<file path="config.mk">
export PLATFORM = sky130hd
export DESIGN_NAME = lcd_bus_ctrl
export DESIGN_NICKNAME = d
export VERILOG_FILES = /design/src/rtl/lcd_bus_ctrl_pkg.sv /design/src/rtl/lcd_bus_ctrl_wr_fifo.sv /design/src/rtl/lcd_bus_ctrl.sv
export SDC_FILE = /design/constraint.sdc
export NUM_CORES = 1
export LEC_CHECK = 0
export CAP_MARGIN = 20
export CORE_MARGIN = 5
export CORE_UTILIZATION = 40
export CTS_CLUSTER_SIZE = 40
export DETAILED_ROUTE_END_ITERATION = 8
export PLACE_DENSITY = 0.65
export SLEW_MARGIN = 10
export SYNTH_ARGS = -nofsm -noshare
export SYNTH_HDL_FRONTEND = slang
export SYNTH_SLANG_ARGS = --single-unit
</file>
<file path="constraint.sdc">
create_clock -name clock -period 2.9 [get_ports clock]
set_input_delay 0.58 -clock clock [delete_from_list [all_inputs] [get_ports clock]]
set_output_delay 0.58 -clock clock [all_outputs]
set_load 0.01 [all_outputs]
</file>
<file path="src/rtl/lcd_bus_ctrl_pkg.sv">
// Shared definitions for the HD44780 LCD bus controller: FSM encodings,
// controller command bytes and the buffered write entry format.
package lcd_bus_ctrl_pkg;

    localparam logic [2:0] ST_PWRUP = 3'd0;
    localparam logic [2:0] ST_INIT  = 3'd1;
    localparam logic [2:0] ST_SETUP = 3'd2;
    localparam logic [2:0] ST_PULSE = 3'd3;
    localparam logic [2:0] ST_WAIT  = 3'd4;
    localparam logic [2:0] ST_IDLE  = 3'd5;

    localparam logic [7:0] FUNC_SET_8BIT_2L = 8'h38;
    localparam logic [7:0] DISP_ON          = 8'h0C;
    localparam logic [7:0] CLEAR            = 8'h01;
    localparam logic [7:0] ENTRY_INC        = 8'h06;
    localparam logic [7:0] HOME             = 8'h02;

    localparam logic [1:0] INIT_LAST = 2'd3;

    typedef struct packed {
        logic       rs;
        logic [7:0] data;
    } lcd_entry_t;

    function automatic logic [7:0] init_rom(input logic [1:0] idx);
        case (idx)
            2'd0:    return FUNC_SET_8BIT_2L;
            2'd1:    return DISP_ON;
            2'd2:    return CLEAR;
            default: return ENTRY_INC;
        endcase
    endfunction

    // Clear and home need the long post-strobe delay on the controller side.
    function automatic logic is_slow_cmd(input logic rs, input logic [7:0] data);
        return !rs && ((data == CLEAR) || (data == HOME));
    endfunction

endpackage

</file>
<file path="src/rtl/lcd_bus_ctrl_wr_fifo.sv">
// Write buffer for LCD bytes: DEPTH entries of {rs,data}, power-of-2 depth,
// a push into a full buffer is only taken when a pop happens the same cycle.
module lcd_wr_fifo
    import lcd_bus_ctrl_pkg::*;
#(
    parameter int DEPTH = 4
)
(
    input  logic                     clock,
    input  logic                     resetn,
    input  logic                     push,
    input  logic                     pop,
    input  lcd_entry_t               din,
    output lcd_entry_t               dout,
    output logic                     full,
    output logic                     empty,
    output logic [$clog2(DEPTH):0]   count
);

    localparam int AW = $clog2(DEPTH);
    localparam int CW = AW + 1;
    localparam logic [CW-1:0] DEPTH_CNT = CW'(DEPTH);

    lcd_entry_t    mem_q [DEPTH];
    lcd_entry_t    mem_d [DEPTH];
    logic [AW-1:0] wr_ptr_q, wr_ptr_d;
    logic [AW-1:0] rd_ptr_q, rd_ptr_d;
    logic [CW-1:0] count_q, count_d;
    logic          full_q, full_d;
    logic          do_push, do_pop;

    always_comb begin
        do_pop   = pop && (count_q != '0);
        do_push  = push && (!full_q || do_pop);
        mem_d    = mem_q;
        wr_ptr_d = wr_ptr_q;
        rd_ptr_d = rd_ptr_q;
        if (do_push) begin
            mem_d[wr_ptr_q] = din;
            wr_ptr_d        = wr_ptr_q + 1'b1;
        end
        if (do_pop) begin
            rd_ptr_d = rd_ptr_q + 1'b1;
        end
        case ({do_push, do_pop})
            2'b10:   count_d = count_q + 1'b1;
            2'b01:   count_d = count_q - 1'b1;
            default: count_d = count_q;
        endcase
        full_d = (count_d == DEPTH_CNT);
    end

    always_ff @(posedge clock or negedge resetn) begin
        if (!resetn) begin
            for (int i = 0; i < DEPTH; i++) begin
                mem_q[i] <= '0;
            end
            wr_ptr_q <= '0;
            rd_ptr_q <= '0;
            count_q  <= '0;
            full_q   <= 1'b0;
        end else begin
            mem_q    <= mem_d;
            wr_ptr_q <= wr_ptr_d;
            rd_ptr_q <= rd_ptr_d;
            count_q  <= count_d;
            full_q   <= full_d;
        end
    end

    assign dout  = mem_q[rd_ptr_q];
    assign full  = full_q;
    assign empty = (count_q == '0);
    assign count = count_q;

endmodule

</file>
<file path="src/rtl/lcd_bus_ctrl.sv">
// HD44780 8-bit bus driver: self-running power-up init, then drains CPU-written
// bytes from the write buffer with open-loop EN/command timing.
module lcd_bus_ctrl
    import lcd_bus_ctrl_pkg::*;
#(
    parameter int FIFO_DEPTH = 4,
    parameter int T_PWRUP    = 750000,
    parameter int T_EN       = 25,
    parameter int T_CMD      = 2500,
    parameter int T_CLEAR    = 82000
)
(
    input  logic       clock,
    input  logic       resetn,
    input  logic       wr_en,
    input  logic       wr_rs,
    input  logic [7:0] wr_data,
    output logic [7:0] lcd_data,
    output logic       lcd_rs,
    output logic       lcd_rw,
    output logic       lcd_en,
    output logic       init_done,
    output logic       fifo_full,
    output logic       overflow
);

    localparam int FW     = $clog2(FIFO_DEPTH) + 1;
    localparam int T_MAX1 = (T_PWRUP > T_CLEAR) ? T_PWRUP : T_CLEAR;
    localparam int T_MAX2 = (T_CMD > T_EN) ? T_CMD : T_EN;
    localparam int T_MAX  = (T_MAX1 > T_MAX2) ? T_MAX1 : T_MAX2;
    localparam int CNT_W  = $clog2(T_MAX + 1);

    localparam logic [CNT_W-1:0] PWRUP_LAST = CNT_W'(T_PWRUP - 1);
    localparam logic [CNT_W-1:0] EN_LAST    = CNT_W'(T_EN - 1);
    localparam logic [CNT_W-1:0] CMD_LAST   = CNT_W'(T_CMD - 1);
    localparam logic [CNT_W-1:0] CLEAR_LAST = CNT_W'(T_CLEAR - 1);
    localparam logic [FW-1:0]    FULL_CNT   = FW'(FIFO_DEPTH);

    logic [2:0]       state_q, state_d;
    logic [CNT_W-1:0] cnt_q, cnt_d;
    logic [CNT_W-1:0] wait_last;
    logic [1:0]       init_idx_q, init_idx_d;
    logic [7:0]       lcd_data_q, lcd_data_d;
    logic             lcd_rs_q, lcd_rs_d;
    logic             lcd_en_q, lcd_en_d;
    logic             init_done_q, init_done_d;
    logic             overflow_q, overflow_d;

    logic             fifo_pop;
    lcd_entry_t       fifo_din, fifo_dout;
    logic             fifo_full_w, fifo_empty;
    logic [FW-1:0]    fifo_count;

    assign fifo_din = {wr_rs, wr_data};

    lcd_wr_fifo #(.DEPTH(FIFO_DEPTH)) u_fifo (
        .clock  (clock),
        .resetn (resetn),
        .push   (wr_en),
        .pop    (fifo_pop),
        .din    (fifo_din),
        .dout   (fifo_dout),
        .full   (fifo_full_w),
        .empty  (fifo_empty),
        .count  (fifo_count)
    );

    always_comb begin
        state_d     = state_q;
        init_idx_d  = init_idx_q;
        lcd_data_d  = lcd_data_q;
        lcd_rs_d    = lcd_rs_q;
        lcd_en_d    = lcd_en_q;
        init_done_d = init_done_q;
        fifo_pop    = 1'b0;
        wait_last   = is_slow_cmd(lcd_rs_q, lcd_data_q) ? CLEAR_LAST : CMD_LAST;

        case (state_q)
            ST_PWRUP: begin
                if (cnt_q == PWRUP_LAST) state_d = ST_INIT;
            end
            ST_INIT: begin
                lcd_data_d = init_rom(init_idx_q);
                lcd_rs_d   = 1'b0;
                state_d    = ST_SETUP;
            end
            ST_SETUP: begin
                lcd_en_d = 1'b1;
                state_d  = ST_PULSE;
            end
            ST_PULSE: begin
                if (cnt_q == EN_LAST) begin
                    lcd_en_d = 1'b0;
                    state_d  = ST_WAIT;
                end
            end
            ST_WAIT: begin
                if (cnt_q == wait_last) begin
                    if (!init_done_q) begin
                        if (init_idx_q == INIT_LAST) begin
                            init_done_d = 1'b1;
                            state_d     = ST_IDLE;
                        end else begin
                            init_idx_d = init_idx_q + 1'b1;
                            state_d    = ST_INIT;
                        end
                    // Chain straight into the next buffered byte without an idle cycle.
                    end else if (!fifo_empty) begin
                        fifo_pop   = 1'b1;
                        lcd_data_d = fifo_dout.data;
                        lcd_rs_d   = fifo_dout.rs;
                        state_d    = ST_SETUP;
                    end else begin
                        state_d = ST_IDLE;
                    end
                end
            end
            ST_IDLE: begin
                if (!fifo_empty) begin
                    fifo_pop   = 1'b1;
                    lcd_data_d = fifo_dout.data;
                    lcd_rs_d   = fifo_dout.rs;
                    state_d    = ST_SETUP;
                end
            end
            default: state_d = ST_PWRUP;
        endcase

        if (state_d != state_q) begin
            cnt_d = '0;
        end else if (state_q == ST_IDLE) begin
            cnt_d = cnt_q;
        end else begin
            cnt_d = cnt_q + 1'b1;
        end

        // A write into a full buffer is lost unless the FSM frees a slot that same cycle.
        overflow_d = overflow_q | (wr_en && (fifo_count == FULL_CNT) && !fifo_pop);
    end

    always_ff @(posedge clock or negedge resetn) begin
        if (!resetn) begin
            state_q     <= ST_PWRUP;
            cnt_q       <= '0;
            init_idx_q  <= '0;
            lcd_data_q  <= '0;
            lcd_rs_q    <= 1'b0;
            lcd_en_q    <= 1'b0;
            init_done_q <= 1'b0;
            overflow_q  <= 1'b0;
        end else begin
            state_q     <= state_d;
            cnt_q       <= cnt_d;
            init_idx_q  <= init_idx_d;
            lcd_data_q  <= lcd_data_d;
            lcd_rs_q    <= lcd_rs_d;
            lcd_en_q    <= lcd_en_d;
            init_done_q <= init_done_d;
            overflow_q  <= overflow_d;
        end
    end

    assign lcd_data  = lcd_data_q;
    assign lcd_rs    = lcd_rs_q;
    assign lcd_rw    = 1'b0;
    assign lcd_en    = lcd_en_q;
    assign init_done = init_done_q;
    assign fifo_full = fifo_full_w;
    assign overflow  = overflow_q;

endmodule
</file>
==> flow_summary.ini, run 1 <==
[cts]
cts_sinks = 81
clockBufferDepth = 2
cts_buffers = 9
clock_latency_ns = 0.37
cts.htree.levels = 3
cts_tree = yes
clk_transition_reported_paths_ns = 0.10
hold_buffers = 0
cts_root_buffer = clkbuf_8

[routing]
via_per_inst = 5.20
vias = 2822
routed_wl_um = 8920
wl_per_cell_um = 16.4
postRouteAntennaNets = 0
remaining_drc_errors = 0
drt-pass1-iter-count = 4
first_iter_violations = 151

[critical_path]
critPathLaunchType = flip-flop
worstRegToRegCells = 13
critical_path_class = flip-flop to flip-flop
r2r_slack_ns = 0.07
cp_max_fo = 3
reg2reg_from = lcd_rs
cp.required_ns = 3.19
r2r-end = u_fifo.full
arrival_ns = 3.12
cp-end-kind = flip-flop

[timing]
max_freq_ghz = 0.353
finalMaxSlewViolations = 0
post-route-period-util_pct = 97.7
setup_viol = 0
tightest_slew_ns = 0.673
fin_skew_ns = 0.0113
hold_viol = 0
relSlewSlack_pct = 55.1
post-route-min-period_ns = 2.83
rsz0062_at_grt = yes

[floorplan]
die_w_um = 116
io_pins = 26
start_util_pct = 41.1
core_area_mm2 = 0.0109
dieArea_mm2 = 0.0134
die_h_um = 116
rows = 38

[logic_synthesis]
synthTopCellsByArea = dfrtp_1 (45%), mux2_4 (14%), mux4_2 (4.5%), ha_1 (3.4%), nand2_1 (2.9%)
ys_ff_latch = 81
synth_seq_area_share_pct = 45.3
synth_xor_area_share_pct = 5.29
synth_area_per_cell_um2 = 12.6
synth_area_leader_cell = dfrtp_1
synth_top_family_by_area = multiplexers
synth_area_mm2 = 0.00447
yosysUniqueCellTypes = 53
yosys.area_share.simple_pct = 15.9
synth_top_area_share_pct = 45.3
postSynthNetCount = 380
synthMuxAreaShare_pct = 20.0
synth_adder_area_share_pct = 3.80
yosys_warnings = 0
synth_compound_area_share_pct = 6.21
netlist_instances = 355

[layout]
final_common_cell = dfrtp_1
drive_gt1_share_pct = 31.8
final_nets = 423
final_area_mm2 = 0.00521
layout_common_cells = dfrtp_1 (81), mux2_4 (42), nand2_1 (34)
syn_to_final_growth_pct = 16.4
num_antenna_cells = 0

[run_status]
status = complete, no violations

[global_routing]
grtUsageTotal_pct = 14.3
grt_pass1_wl_um = 15100
grt-ovfl-total = 0
antenna_found_initial = 0
grt_start_max_net_pins = 50
grt_pass1_vias = 2976

[placed_design]
place_area_mm2 = 0.00496
routabilityCongestion = 0.827
dp_hpwl_um = 6380
io_buffers = 24

[flow_run]
cap_violations = 0

[pwr]
finalPower_mw = 3.44
ir_drop_v = 0.000532
cellPowerDensity_mw_per_mm2 = 660
p_leak_nw = 2.55

[hold_path]
hold_class = primary input to async pin
[state kept, by name (all words and copies together) (netlist names)]
signal           cells
lcd_data             8
u_fifo.rd_ptr_q      2
lcd_rs               1
init_idx_q           2
state_q              3
lcd_en               1
cnt_q               20
init_done            1
u_fifo.mem_q        36
u_fifo.wr_ptr_q      2
u_fifo.full          1
overflow             1
u_fifo.count         3
[synth_stat cells, drive strengths merged]
cell,count
nand2b,2
o31ai,2
mux4,9
mux2i,4
o211ai,2
ha,12
a31o,2
nand4,5
or3,1
nand3,9
clkbuf,4
a41o,1
inv,17
xnor2,13
o311a,2
nor2,12
or4,1
xor2,14
dfrtp,81
nand4b,3
nor2b,1
nor3,29
mux2,44
and3,7
a21oi,4
a21boi,1
a221o,1
nor4b,1
nor4,3
and4b,3
conb,1
o21ai,8
and4,1
a22oi,5
nand3b,1
nand2,34
and2,4
nor3b,2
fa,1
buf,8
[layer usage]
layer  GRT usage [%]  vias up  wire, µm
li1                -     1350         -
met1            18.2     1425      3880
met2            24.7       40      4670
met3            3.34        7       266
met4            3.71        0        97
met5               0        -         0
[worst max-delay path by stage]
| stage | from | end | depth (start not counted) |
|---|---|---|---|
| 2_1_floorplan | lcd_data[3] | u_fifo.full | 14 |
| 3_3_place_gp | lcd_data[3] | u_fifo.full | 13 |
| 3_5_place_dp | lcd_data[2] | u_fifo.full | 13 |
| 4_1_cts | lcd_data[7] | u_fifo.full | 13 |
| 5_1_grt | lcd_rs | u_fifo.full | 13 |
| 6_report | lcd_rs | u_fifo.full | 13 |
[cells by family (layout without fill, tap and decap cells)]
family	after synthesis	in the layout
AND/OR/NAND/NOR	119	119
flip-flops	81	81
multiplexers	57	57
buffers and inverters	29	77
AO/OA/AOI/OAI	28	28
XOR/XNOR	27	27
adder cells (fa/ha/maj)	13	13
other	1	1
[final cells by class]
| class | count | area, µm² |
|---|---|---|
| flip-flops and latches | 81 | 2030 |
| repair buffers | 44 | 400 |
| clock inverters | 7 | 62.6 |
| inverters | 17 | 66.3 |
| multi-input cells | 245 | 2350 |
| well taps | 140 | 175 |
| clock buffers | 9 | 124 |
| fillers | 970 | 5680 |
[where the power goes]
group / internal [mW] / total, mW / switching (mW)
Clock: 0.328 / 0.795 / 0.467
Sequential: 1.43 / 1.63 / 0.193
Combinational: 0.666 / 1.02 / 0.352
[critical path, cell delays in order, from the launching register on]
cell     delay [ns]
dfrtp_1        0.42
nor4_2         0.27
nand3_1        0.16
mux2i_2        0.20
and3_4         0.20
o311a_4        0.32
inv_4          0.06
ha_4           0.13
inv_2          0.03
fa_2           0.35
xor2_1         0.15
nor2_1         0.11
xor2_1         0.17
nor3b_2        0.18
[per-stage QoR]
stage	std cells	setup TNS, ns	worst slack, ns	util [%]	hold WS [ns]
detailed placement	526	0	0.0264	45.5	0.473
global placement	526	0	0.0975	45.5	0.463
CTS	542	0	0.0275	47.3	0.260
finish	543	0	0.0666	47.9	0.241
global route	543	-0.0377	-0.0377	47.9	0.297
floorplan	355	0	0.0125	-	0.284
[timing repair]
action / 4_1_cts / 5_1_grt
pin swaps: 3 / 8
buffers inserted: 0 / 1
endpoints found under the setup margin: 1 / 1
gates resized for setup: 2 / 12
(Power assumes the default switching activity.)
==> run 2: changes to the inputs <==
--- a/config.mk
+++ b/config.mk
@@ -5,8 +5,9 @@
 export SDC_FILE = /design/constraint.sdc
 export NUM_CORES = 1
 export LEC_CHECK = 0
+export ABC_AREA = 1
 export CAP_MARGIN = 20
-export CORE_MARGIN = 5
+export CORE_MARGIN = 2
 export CORE_UTILIZATION = 40
 export CTS_CLUSTER_SIZE = 40
 export DETAILED_ROUTE_END_ITERATION = 8
==> run 2 against run 1 <==
Final area down 4.6%. Register-to-register slack gained 0.15 ns. Power fell by 44%. Critical path type unchanged. Critical endpoint unchanged. Largest cell class unchanged. Largest power group unchanged. Highest routed layer unchanged.
==> flow_summary.ini, run 2 <==
[logic_synthesis]
synth_area_per_cell_um2 = 8.67
postSynthNetCount = 529
synthFlopType = dfrtp_1
synth_most_common_cell = nand2_1
async_flop_share_pct = 100
ys_ff_latch = 81
yosys-top-cells-count = nand2_1 (105), dfrtp_1 (81), inv_1 (48), nor2_1 (45), o21ai_1 (32)
synth_edf_count = 0
netlist_instances = 504
synth_seq_area_share_pct = 46.4
synthTopCellsByArea = dfrtp_1 (46%), nand2_1 (9.0%), inv_1 (4.1%), nor2_1 (3.9%), xor2_1 (3.8%)
synth_area_mm2 = 0.00437
synth_top_area_share_pct = 46.4
yosysUniqueCellTypes = 42
yosys_warnings = 0
synth_area_leader_cell = dfrtp_1

[floorplan]
rows = 38
die_h_um = 109
start_util_pct = 40.7
core_area_mm2 = 0.0107
die_w_um = 109
io_pins = 26
dieArea_mm2 = 0.0118

[critical_path]
critical_path_class = flip-flop to flip-flop
critical_path_buf_inv_count = 1
crit_chain = or2_1 -> nor2_4 -> nand3_2 -> a21oi_4 -> nand4_4 -> nand2_2 -> ha_1 -> inv_1 -> fa_1 -> a21oi_1 -> o21ai_1 -> xor2_1 -> nor3b_2
critPathTopFamily = simple AND/OR/NAND/NOR gates
r2r-end = u_fifo.full
critPathSlowestCell = dfrtp_1
reg2reg_from = cnt_q[12]
critPathLaunchType = flip-flop
cp_max_fo = 5
cp-end-kind = flip-flop
r2r_slack_ns = 0.22
slowest_delay_ns = 0.43
arrival_ns = 2.91
cp.required_ns = 3.13
worstRegToRegCells = 13

[layout]
top_register = u_fifo.mem_q
final_common_cell = nand2_1
syn_to_final_growth_pct = 13.7
drive_gt1_share_pct = 15.5
num_antenna_cells = 0
largest_register_ffs = 36
layout_common_cells = nand2_1 (103), dfrtp_1 (81), inv_1 (48)
final_nets = 561
final_area_mm2 = 0.00497

[routing]
postRouteAntennaNets = 0
routed_wl_um = 9380
via_per_inst = 5.04
drt-pass1-iter-count = 4
first_iter_violations = 181
remaining_drc_errors = 0
wl_per_cell_um = 13.8
vias = 3435

[timing]
fin_hold_ws_ns = 0.186
tightest_slew_ns = 0.542
fin_skew_ns = 0.0119
hold_viol = 0
setup_ws_ns = 0.218
max_freq_ghz = 0.373
relSlewSlack_pct = 63.9
finalMaxSlewViolations = 0
post-route-period-util_pct = 92.5
post-route-min-period_ns = 2.68
setup_viol = 0

[flow_run]
cap_violations = 0

[global_routing]
grt-ovfl-total = 0
grt_use_met3_pct = 3.74
grt_pass1_wl_um = 16400
grt_start_max_net_pins = 82
grt_pass1_vias = 3545
grtUsageMet2_pct = 29.2
use_met1_pct = 22.6
top_usage_layer = met2
grtUsageTotal_pct = 17.6
antenna_found_initial = 0

[cts]
cts.htree.levels = 3
hold_buffers = 0
cts_root_buffer = clkbuf_8
clock_latency_ns = 0.36
cts_sinks = 81
cts_tree = yes
clockBufferDepth = 2
clk_transition_reported_paths_ns = 0.09
cts_buffers = 9

[placed_design]
routabilityCongestion = 0.861
pre_cts_slack_ns = 0.0673
io_buffers = 24
dp_hpwl_um = 6710
place_area_mm2 = 0.00475

[pwr]
ir_drop_v = 0.000284
p_leak_nw = 2.24
cellPowerDensity_mw_per_mm2 = 390

[hold_path]
hold_class = primary input to async pin

[run_status]
status = complete, no violations
## run 2: cell types whose count changed in the layout (fill, tap and decap cells not counted), moves of 9 or more
cell     delta
a21oi_1     +9
buf_4       -9
inv_1      +34
mux2_4     -42
mux4_2      -9
nand2_1    +69
nor2_1     +34
nor2_2     +21
nor3_2     -14
o21ai_0    +11
o21ai_1    +33
o21ai_2    +10
xnor2_1    -10
## run 2: where the power goes
group	total [mW]	internal, mW	switching (mW)
logic	0.0524	0.0174	0.0350
registers	1.13	1.13	0.0000000000000000309
clock network	0.758	0.318	0.440
total	1.94	1.46	0.475
## run 2: timing repair
action,4_1_cts,5_1_grt
setup buffers,0,2
setup endpoints to repair,0,1
gates resized for setup,0,8
## run 2: layout make-up
type / count / area (µm²)
inverters: 56 / 210
clock inverters: 7 / 53.8
flip-flops and latches: 81 / 2030
multi-input cells: 353 / 2050
clock buffers: 9 / 124
fillers: 1076 / 5780
repair buffers: 35 / 333
well taps: 140 / 175
## run 2: logic make-up (layout without fill, tap and decap cells)
kind of cell    count (synthesis)  in the layout  share of synthesized area, %
buf+inv                        70            107                          7.41
xor+xnor                       22             22                          4.41
flops                          81             81                          46.4
mux                             1              1                         0.258
other cells                     1              1                        0.0858
fa+ha+maj                      13             13                          3.89
simple gates                  224            224                          25.0
compound gates                 92             92                          12.6
## run 2: routing by layer
metal	vias to the layer above	routed length, µm
met1	1676	4340
met5	-	0
met4	0	89
met3	9	278
li1	1705	-
met2	45	4670
## run 2: worst max path at each step
stage                 from          end  slack, ns  depth (start not counted)
2_1_floorplan  lcd_data[3]  u_fifo.full       0.34                         16
3_3_place_gp     cnt_q[12]  u_fifo.full       0.29                         13
3_5_place_dp      cnt_q[1]  u_fifo.full       0.07                         14
4_1_cts           cnt_q[1]  u_fifo.full       0.09                         14
5_1_grt        lcd_data[7]  u_fifo.full      -0.02                         16
6_report         cnt_q[12]  u_fifo.full       0.22                         13
## run 2: metrics by stage
step / TNS, ns / std cells / total power [mW] / utilization [%]
finish: 0 / 681 / 1.94 / 46.3
global route: -0.0226 / 681 / 2.02 / 46.3
CTS: 0 / 679 / 1.97 / 45.9
detailed placement: 0 / 663 / 1.21 / 44.2
global placement: 0 / 663 / 1.20 / 44.2
floorplan: 0 / 504 / 1.16 / -
==> run 3: changes to the inputs <==
--- a/config.mk
+++ b/config.mk
@@ -6,7 +6,6 @@
 export NUM_CORES = 1
 export LEC_CHECK = 0
 export ABC_AREA = 1
-export CAP_MARGIN = 20
 export CORE_MARGIN = 2
 export CORE_UTILIZATION = 40
 export CTS_CLUSTER_SIZE = 40
==> constraint.sdc (replaced) <==
create_clock -name clock -period 2.9 [get_ports clock]
set_input_delay 0.29 -clock clock [delete_from_list [all_inputs] [get_ports clock]]
set_output_delay 0.29 -clock clock [all_outputs]
set_load 0.02 [all_outputs]
==> run 3 against run 2 <==
Worst setup slack got worse by 0.0096 ns. First-iteration DRC count rose by 22%. Clock skew down 0.0027 ns. Utilization about the same.
==> flow_summary.ini, run 3 (synthesis gave the netlist of run 2 again) <==
[global_routing]
grtUsageTotal_pct = 18.1
grt-ovfl-total = 0
antenna_found_initial = 0
grt_start_max_net_pins = 82
grt_pass1_wl_um = 16500
grt_pass1_vias = 3509

[hold_path]
hold_class = primary input to async pin

[critical_path]
cp-end-kind = flip-flop
cp_max_fo = 5
worstRegToRegCells = 13
r2r_slack_ns = 0.21
reg2reg_from = cnt_q[12]
critPathLaunchType = flip-flop
cp.required_ns = 3.20
arrival_ns = 2.99
r2r-end = u_fifo.full
critical_path_class = flip-flop to flip-flop

[routing]
routed_wl_um = 9460
via_per_inst = 5.03
wl_per_cell_um = 13.9
first_iter_violations = 221
drt-pass1-iter-count = 4
vias = 3432
postRouteAntennaNets = 0
remaining_drc_errors = 0

[timing]
post-route-min-period_ns = 2.69
tightest_slew_ns = 1.02
setup_viol = 0
post-route-period-util_pct = 92.8
setup_ws_ns = 0.208
max_freq_ghz = 0.371
hold_viol = 0
finalMaxSlewViolations = 0
fin_hold_ws_ns = 0.0819
fin_skew_ns = 0.00917
relSlewSlack_pct = 32.0

[placed_design]
pre_cts_slack_ns = 0.143
place_area_mm2 = 0.00473
routabilityCongestion = 0.859
dp_hpwl_um = 6720
io_buffers = 24
dp.cells = 662

[cts]
cts_sinks = 81
cts_root_buffer = clkbuf_8
cts.htree.levels = 3
cts_buffers = 9
clockBufferDepth = 2
clk_transition_reported_paths_ns = 0.08
hold_buffers = 0
cts_tree = yes
clock_latency_ns = 0.38

[pwr]
finalPower_mw = 1.95
cellPowerDensity_mw_per_mm2 = 392
ir_drop_v = 0.000316
p_leak_nw = 2.25

[layout]
final_area_mm2 = 0.00497
final_nets = 562
drive_gt1_share_pct = 16.1
top_register = u_fifo.mem_q
largest_register_ffs = 36
syn_to_final_growth_pct = 13.8
layout_common_cells = nand2_1 (102), dfrtp_1 (81), inv_1 (48)
num_antenna_cells = 0
final.fill_count = 1049
stdcell_count = 682
final_common_cell = nand2_1

[floorplan]
core_area_mm2 = 0.0107
die_w_um = 109
dieArea_mm2 = 0.0118
rows = 38
die_h_um = 109
start_util_pct = 40.7
io_pins = 26

[flow_run]
cap_violations = 0

[run_status]
status = complete, no violations
==> run 3: power breakdown <==
part                  switching [mW]  leakage [nW]  total (mW)  internal, mW
sequential     0.0000000000000000323          1.09        1.13          1.13
clock                          0.436        0.0887       0.771         0.335
combinational                 0.0348          1.07      0.0493        0.0145
total                          0.471          2.25        1.95          1.48
==> run 3: how the worst max path moves through the flow <==
stage | cells after the start | from | to | slack [ns]
finish | 13 | cnt_q[12] | u_fifo.full | 0.21
global route | 13 | cnt_q[12] | u_fifo.full | -0.05
CTS | 14 | cnt_q[1] | u_fifo.full | 0.14
detailed placement | 14 | cnt_q[1] | u_fifo.full | 0.14
global placement | 13 | cnt_q[12] | u_fifo.full | 0.29
floorplan | 17 | lcd_data[0] | u_fifo.full | 0.28
==> run 3: critical path, stage by stage, from the launching register on <==
cell	delay [ns]
dfrtp_1	0.42
or2_1	0.27
nor2_4	0.14
nand3_2	0.10
a21oi_4	0.17
nand4_4	0.16
nand2_2	0.11
ha_1	0.14
inv_1	0.07
fa_1	0.38
a21oi_1	0.14
o21ai_0	0.12
xor2_1	0.20
nor3b_2	0.20
==> run 3: per-layer routing <==
| layer | up-vias | global-route usage, % | wire length (µm) |
|---|---|---|---|
| li1 | 1705 | - | - |
| met1 | 1657 | 22.1 | 4220 |
| met2 | 53 | 29.4 | 4600 |
| met3 | 17 | 6.39 | 403 |
| met4 | 0 | 7.23 | 226 |
| met5 | - | 0 | 0 |
==> run 3: layout make-up <==
class / instances / area (µm²) / share of cell area (%)
sequential: 81 / 2030 / 40.8
timing repair buffer: 36 / 328 / 6.59
clock buffer: 10 / 138 / 2.77
multi-input combinational: 353 / 2050 / 41.3
inverter: 56 / 210 / 4.23
clock inverter: 6 / 42.5 / 0.856
tap: 140 / 175 / 3.52
==> run 3: what timing repair did <==
action                     4_1_cts  5_1_grt
setup endpoints to repair        0        1
resized for setup                0        9
setup buffers                    0        4
==> run 3: stage by stage <==
step / util, % / TNS, ns
floorplan: - / 0
global placement: 44.0 / 0
detailed placement: 44.0 / 0
CTS: 45.7 / 0
global route: 46.3 / -0.0488
finish: 46.3 / 0
==> patch 1, RTL diff (flow settings as in run 2) <==
Set the parameter `T_EN` to 50 (it was 25).
--- a/src/rtl/lcd_bus_ctrl.sv
+++ b/src/rtl/lcd_bus_ctrl.sv
@@ -5,7 +5,7 @@
 #(
     parameter int FIFO_DEPTH = 4,
     parameter int T_PWRUP    = 750000,
-    parameter int T_EN       = 25,
+    parameter int T_EN       = 50,
     parameter int T_CMD      = 2500,
     parameter int T_CLEAR    = 82000
 )
Behaviour: no difference found for any inputs over 10 cycles, from zero or initial values and one cycle with resetn low; that may be too few to reach the edited logic, so the function may still have changed.
==> patch 1 against run 2 <==
Non-clock buffer count down 3; critical path type unchanged; setup slack worse by 0.017 ns; sequential cell count unchanged; sequential share of layout area down 2.0 points; synthesized area up 5.2%; highest routed layer unchanged; wire length up 19%; cell area up 5.1%; total power up 15%.
==> patch 1: results (changes against run 2) <==
[status]
status = finished clean  ; unchanged

[sta]
slew_headroom = 0.614  ; was 0.639
period_needed_ns = 2.70  ; was 2.68 ns
skew_ns = 0.00600  ; was 0.0119 ns
holdWs_ns = 0.237  ; was 0.186 ns
tns_ns = 0  ; unchanged

[synthesis]
synth_area_leaders = dfrtp_1 (44%), nand2_1 (11%), nand4_1 (6.1%)  ; was dfrtp_1 (46%), nand2_1 (9.0%), inv_1 (4.1%)
syn_nets = 581  ; was 529
yosys_warnings = 0  ; unchanged
synth_edf_count = 0  ; unchanged
ys.flop_type = dfrtp_1  ; unchanged
synth-seq-area-share = 0.441  ; was 0.464
async_flop_share = 1.00  ; unchanged
synth_area_per_cell_um2 = 8.26  ; was 8.67 µm²
synth_cell_types = 43  ; was 42
synth_common_cells = nand2_1 (136), dfrtp_1 (81), nor2_1 (49), inv_1 (45), nand4_1 (45)  ; was nand2_1 (105), dfrtp_1 (81), inv_1 (48), nor2_1 (45), o21ai_1 (32)

[worst_setup_path]
cp-endpoint = u_fifo.full  ; unchanged
crit_path_max_fanout = 4  ; was 5
critPathLaunch = lcd_data[6]  ; was cnt_q[12]
crit_arrival_ns = 2.96  ; was 2.91 ns
critical_path.max_stage_delay_ns = 0.40  ; was 0.43 ns
ff2ff_setup_slack_ns = 0.20  ; was 0.22 ns
worstRegToRegCells = 16  ; was 13

[clock_tree]
cts_inserted_buffers = 9  ; unchanged
cts_max_level = 3  ; unchanged
root_buffer = clkbuf_16  ; was clkbuf_8
post_cts_buffers = 0  ; unchanged
clk_pin_slew_worst_paths_ns = 0.06  ; was 0.09 ns
clock_latency_ns = 0.34  ; was 0.36 ns
clk_path_buf_depth = 2  ; unchanged

[grt]
grt_max_degree = 44  ; was 82
grt_first_pass_wirelength_um = 19300  ; was 16400 µm
grt_util_met2 = 0.339  ; was 0.292
grtUsageMet1 = 0.236  ; was 0.226
grt_pass1_vias = 3966  ; was 3545
grt_util_met3 = 0.0416  ; was 0.0374
globalRouteTotalUtil = 0.193  ; was 0.176

[placed_design]
dp_cells = 710  ; was 663
gp_congestion = 0.954  ; was 0.861
post-place-ws_ns = 0.124  ; was 0.0673 ns
io_buffers = 24  ; unchanged
hpwlAfterDp_um = 7700  ; was 6710 µm
placed_area_mm2 = 0.00493  ; was 0.00475 mm²

[routing]
wl_per_cell_um = 15.4  ; was 13.8 µm
drtIter0Drc = 279  ; was 181
wl_met1_um = 4810  ; was 4340 µm
wl_met2_um = 5630  ; was 4670 µm
drtPass1Iterations = 5  ; was 4
wl_met3_um = 533  ; was 278 µm
vias_per_cell = 5.38  ; was 5.04
num_vias = 3908  ; was 3435

[final_layout]
regMostFlops = u_fifo.mem_q  ; unchanged
antenna-diode-count = 0  ; unchanged
drive_gt1_frac = 0.139  ; was 0.155
largest_reg_flops = 36  ; unchanged
nNetsFinal = 603  ; was 561

[power_and_ir_drop]
irDropWorstVdd_uv = 279  ; was 284 µV
p_leak_uw = 0.00243  ; was 0.00224 µW
p_int_uw = 1740  ; was 1460 µW

[worst_hold_path]
holdCritPathClass = in -> async  ; unchanged

## patch 1: kinds of logic after synthesis
logic type | after synthesis | share of synthesized area
AO/OA/AOI/OAI | 59 | 0.0751
buffers and inverters | 73 | 0.0718
XOR/XNOR | 20 | 0.0381
flip-flops | 81 | 0.441
adder cells (fa/ha/maj) | 12 | 0.0343
AND/OR/NAND/NOR | 311 | 0.339
other | 1 | 0.000815
## patch 1: cell type report
cell class | count | area [µm²]
Fill cell | 1092 | 6100
Multi-Input combinational cell | 403 | 2260
Clock inverter | 3 | 17.5
Sequential cell | 81 | 2030
Tap cell | 143 | 179
Clock buffer | 12 | 246
Timing Repair Buffer | 32 | 298
Inverter | 52 | 196
## patch 1: power groups by stage
stage / clock network, µW / logic, µW / registers (µW)
finish: 1050 / 58.3 / 1130
global route: 1120 / 65.0 / 1130
floorplan: 0 / 11.5 / 1150
CTS: 1060 / 59.6 / 1130
global placement: 0 / 58.1 / 1150
detailed placement: 0 / 59.4 / 1150
==> patch 2, RTL diff (settings of run 2) <==
Made on the original files. Put one more register stage on the output `overflow`, cleared by the reset. The value now appears one clock later. The other outputs are not delayed to match.
--- a/src/rtl/lcd_bus_ctrl.sv
+++ b/src/rtl/lcd_bus_ctrl.sv
@@ -166,6 +166,12 @@
     assign lcd_en    = lcd_en_q;
     assign init_done = init_done_q;
     assign fifo_full = fifo_full_w;
-    assign overflow  = overflow_q;
+    always_ff @(posedge clock or negedge resetn) begin
+        if (!resetn) begin
+            overflow <= '0;
+        end else begin
+            overflow <= overflow_q;
+        end
+    end
 
 endmodule
Check against the original RTL: not equivalent (a bounded check fails within 10 cycles, from zero or initial values and one cycle with resetn low).
==> patch 2 against run 2 <==
Cell area is 7.1% higher; synthesized area grew 6.0%; sequential cell count is 1 higher; wire length grew 17%; total power grew 18%; largest cell class unchanged; fmax up 3.1%; setup slack improved by 0.079 ns; first-iteration DRC count up 84%.
==> patch 2: results (changes against run 2) <==
[status]
status = finished clean  ; unchanged

[worst_setup_path]
startpoint_type = flip-flop  ; unchanged
crit_arrival_ns = 2.87  ; was 2.91 ns
cpMaxStageDelayCell = dfrtp_1  ; unchanged
crit_path_max_fanout = 5  ; unchanged
r2r_start = cnt_q[1]  ; was cnt_q[12]
critical_path.max_stage_delay_ns = 0.41  ; was 0.43 ns

[placed_design]
hpwlAfterDp_um = 7520  ; was 6710 µm
io_buffers = 24  ; unchanged
placed_area_mm2 = 0.00501  ; was 0.00475 mm²
post-place-ws_ns = 0.229  ; was 0.0673 ns
gp_congestion = 0.875  ; was 0.861
dp_cells = 734  ; was 663

[clock_tree]
clk_pin_slew_worst_paths_ns = 0.06  ; was 0.09 ns
clk_path_buf_depth = 2  ; unchanged
root_buffer = clkbuf_16  ; was clkbuf_8
cts_inserted_buffers = 9  ; unchanged
cts_max_level = 3  ; unchanged
clock_latency_ns = 0.35

[routing]
drtIter0Drc = 333  ; was 181
wl_met2_um = 5230  ; was 4670 µm
wl_per_cell_um = 14.6  ; was 13.8 µm
num_vias = 3962  ; was 3435
wl_met1_um = 5010  ; was 4340 µm
drtPass1Iterations = 5  ; was 4
wl_met3_um = 549  ; was 278 µm
top_layer = met4  ; unchanged

[final_layout]
drive_gt1_frac = 0.138  ; was 0.155
largest_reg_flops = 36  ; unchanged
final_cell_count_no_fill = 751  ; was 681
fillers = 1131  ; was 1076
nNetsFinal = 628  ; was 561
antenna-diode-count = 0  ; unchanged
seqCellArea_mm2 = 0.00205  ; was 0.00203 mm²
regMostFlops = u_fifo.mem_q  ; unchanged

[grt]
globalRouteTotalUtil = 0.186  ; was 0.176
grt_pass1_vias = 3834  ; was 3545
grt_first_pass_wirelength_um = 18700  ; was 16400 µm
grt_max_degree = 83  ; was 82
antenna_found_initial = 0  ; unchanged

[synthesis]
syn_nets = 603  ; was 529
yosys_warnings = 0  ; unchanged
synth_cell_types = 39  ; was 42
synth-seq-area-share = 0.443  ; was 0.464
synth_area_leaders = dfrtp_1 (44%), nand2_1 (13%), nand4_1 (6.3%)  ; was dfrtp_1 (46%), nand2_1 (9.0%), inv_1 (4.1%)
synth_cells = 578  ; was 504
synth_common_cells = nand2_1 (162), dfrtp_1 (82), inv_1 (50), nor2_1 (50), nand4_1 (47)  ; was nand2_1 (105), dfrtp_1 (81), inv_1 (48), nor2_1 (45), o21ai_1 (32)

[worst_hold_path]
holdCritPathClass = in -> async  ; unchanged

[sta]
worstMarginPinSlew_ns = 0.507  ; was 0.542 ns
maxSlewViolCount = 0  ; unchanged
skew_ns = 0.00856  ; was 0.0119 ns

[power_and_ir_drop]
p_leak_uw = 0.00250  ; was 0.00224 µW
irDropWorstVdd_uv = 409  ; was 284 µV
powerClk_uw = 1080  ; was 758 µW
p_comb_uw = 58.0  ; was 52.4 µW
power_density_mw_per_mm2 = 429  ; was 390 mW/mm²
swShare = 0.235  ; was 0.245

==> patch 2: cell types whose count changed in the layout (fill, tap and decap cells not counted), moves of 5 or more <==
| cell | run 2 | this run |
|---|---|---|
| nand2_1 | 103 | 162 |
| nand4_1 | 13 | 47 |
| o21ai_1 | 33 | 0 |
| clkbuf_16 | 0 | 9 |
| clkbuf_8 | 9 | 0 |
| nand3_1 | 16 | 23 |
| o21ai_2 | 10 | 4 |
| o22ai_1 | 6 | 0 |
| a21oi_2 | 0 | 5 |
| nor2_1 | 45 | 50 |
==> patch 2: cells by family after synthesis <==
kind of cell	synth area share
simple gates	0.333
buf+inv	0.0775
xor+xnor	0.0397
fa+ha+maj	0.0367
compound gates	0.0686
flops	0.443
other cells	0.000810
==> patch 2: per-layer routing <==
layer / vias to the layer above / GRT usage
li1: 1924 / -
met2: 117 / 0.296
met1: 1902 / 0.252
met4: 0 / 0.0807
met3: 19 / 0.0327
met5: - / 0
==> patch 2: area by class of cell <==
class	count	area share
Inverter	58	0.0411
Timing Repair Buffer	37	0.0654
Sequential cell	82	0.386
Clock buffer	9	0.0423
Clock inverter	7	0.0101
Multi-Input combinational cell	415	0.422
Tap cell	143	0.0336
==> patch 2: timing repair <==
item                       in CTS  in global routing
setup endpoints to repair       0                  1
buffers inserted                0                  1
gates resized for setup         0                  4
==> patch 2: path summary, 6_finish.rpt <==
check / end / slack (ns) / cells past startpoint
max: u_fifo.full / 0.30 / 14
min: cnt_q[10] / 0.23 / 2
max reg2reg: u_fifo.full / 0.30 / 14
min reg2reg: overflow / 0.39 / 0
max in group asynchronous: cnt_q[15] / 2.28 / 2
min in group clock: overflow / 0.39 / 0
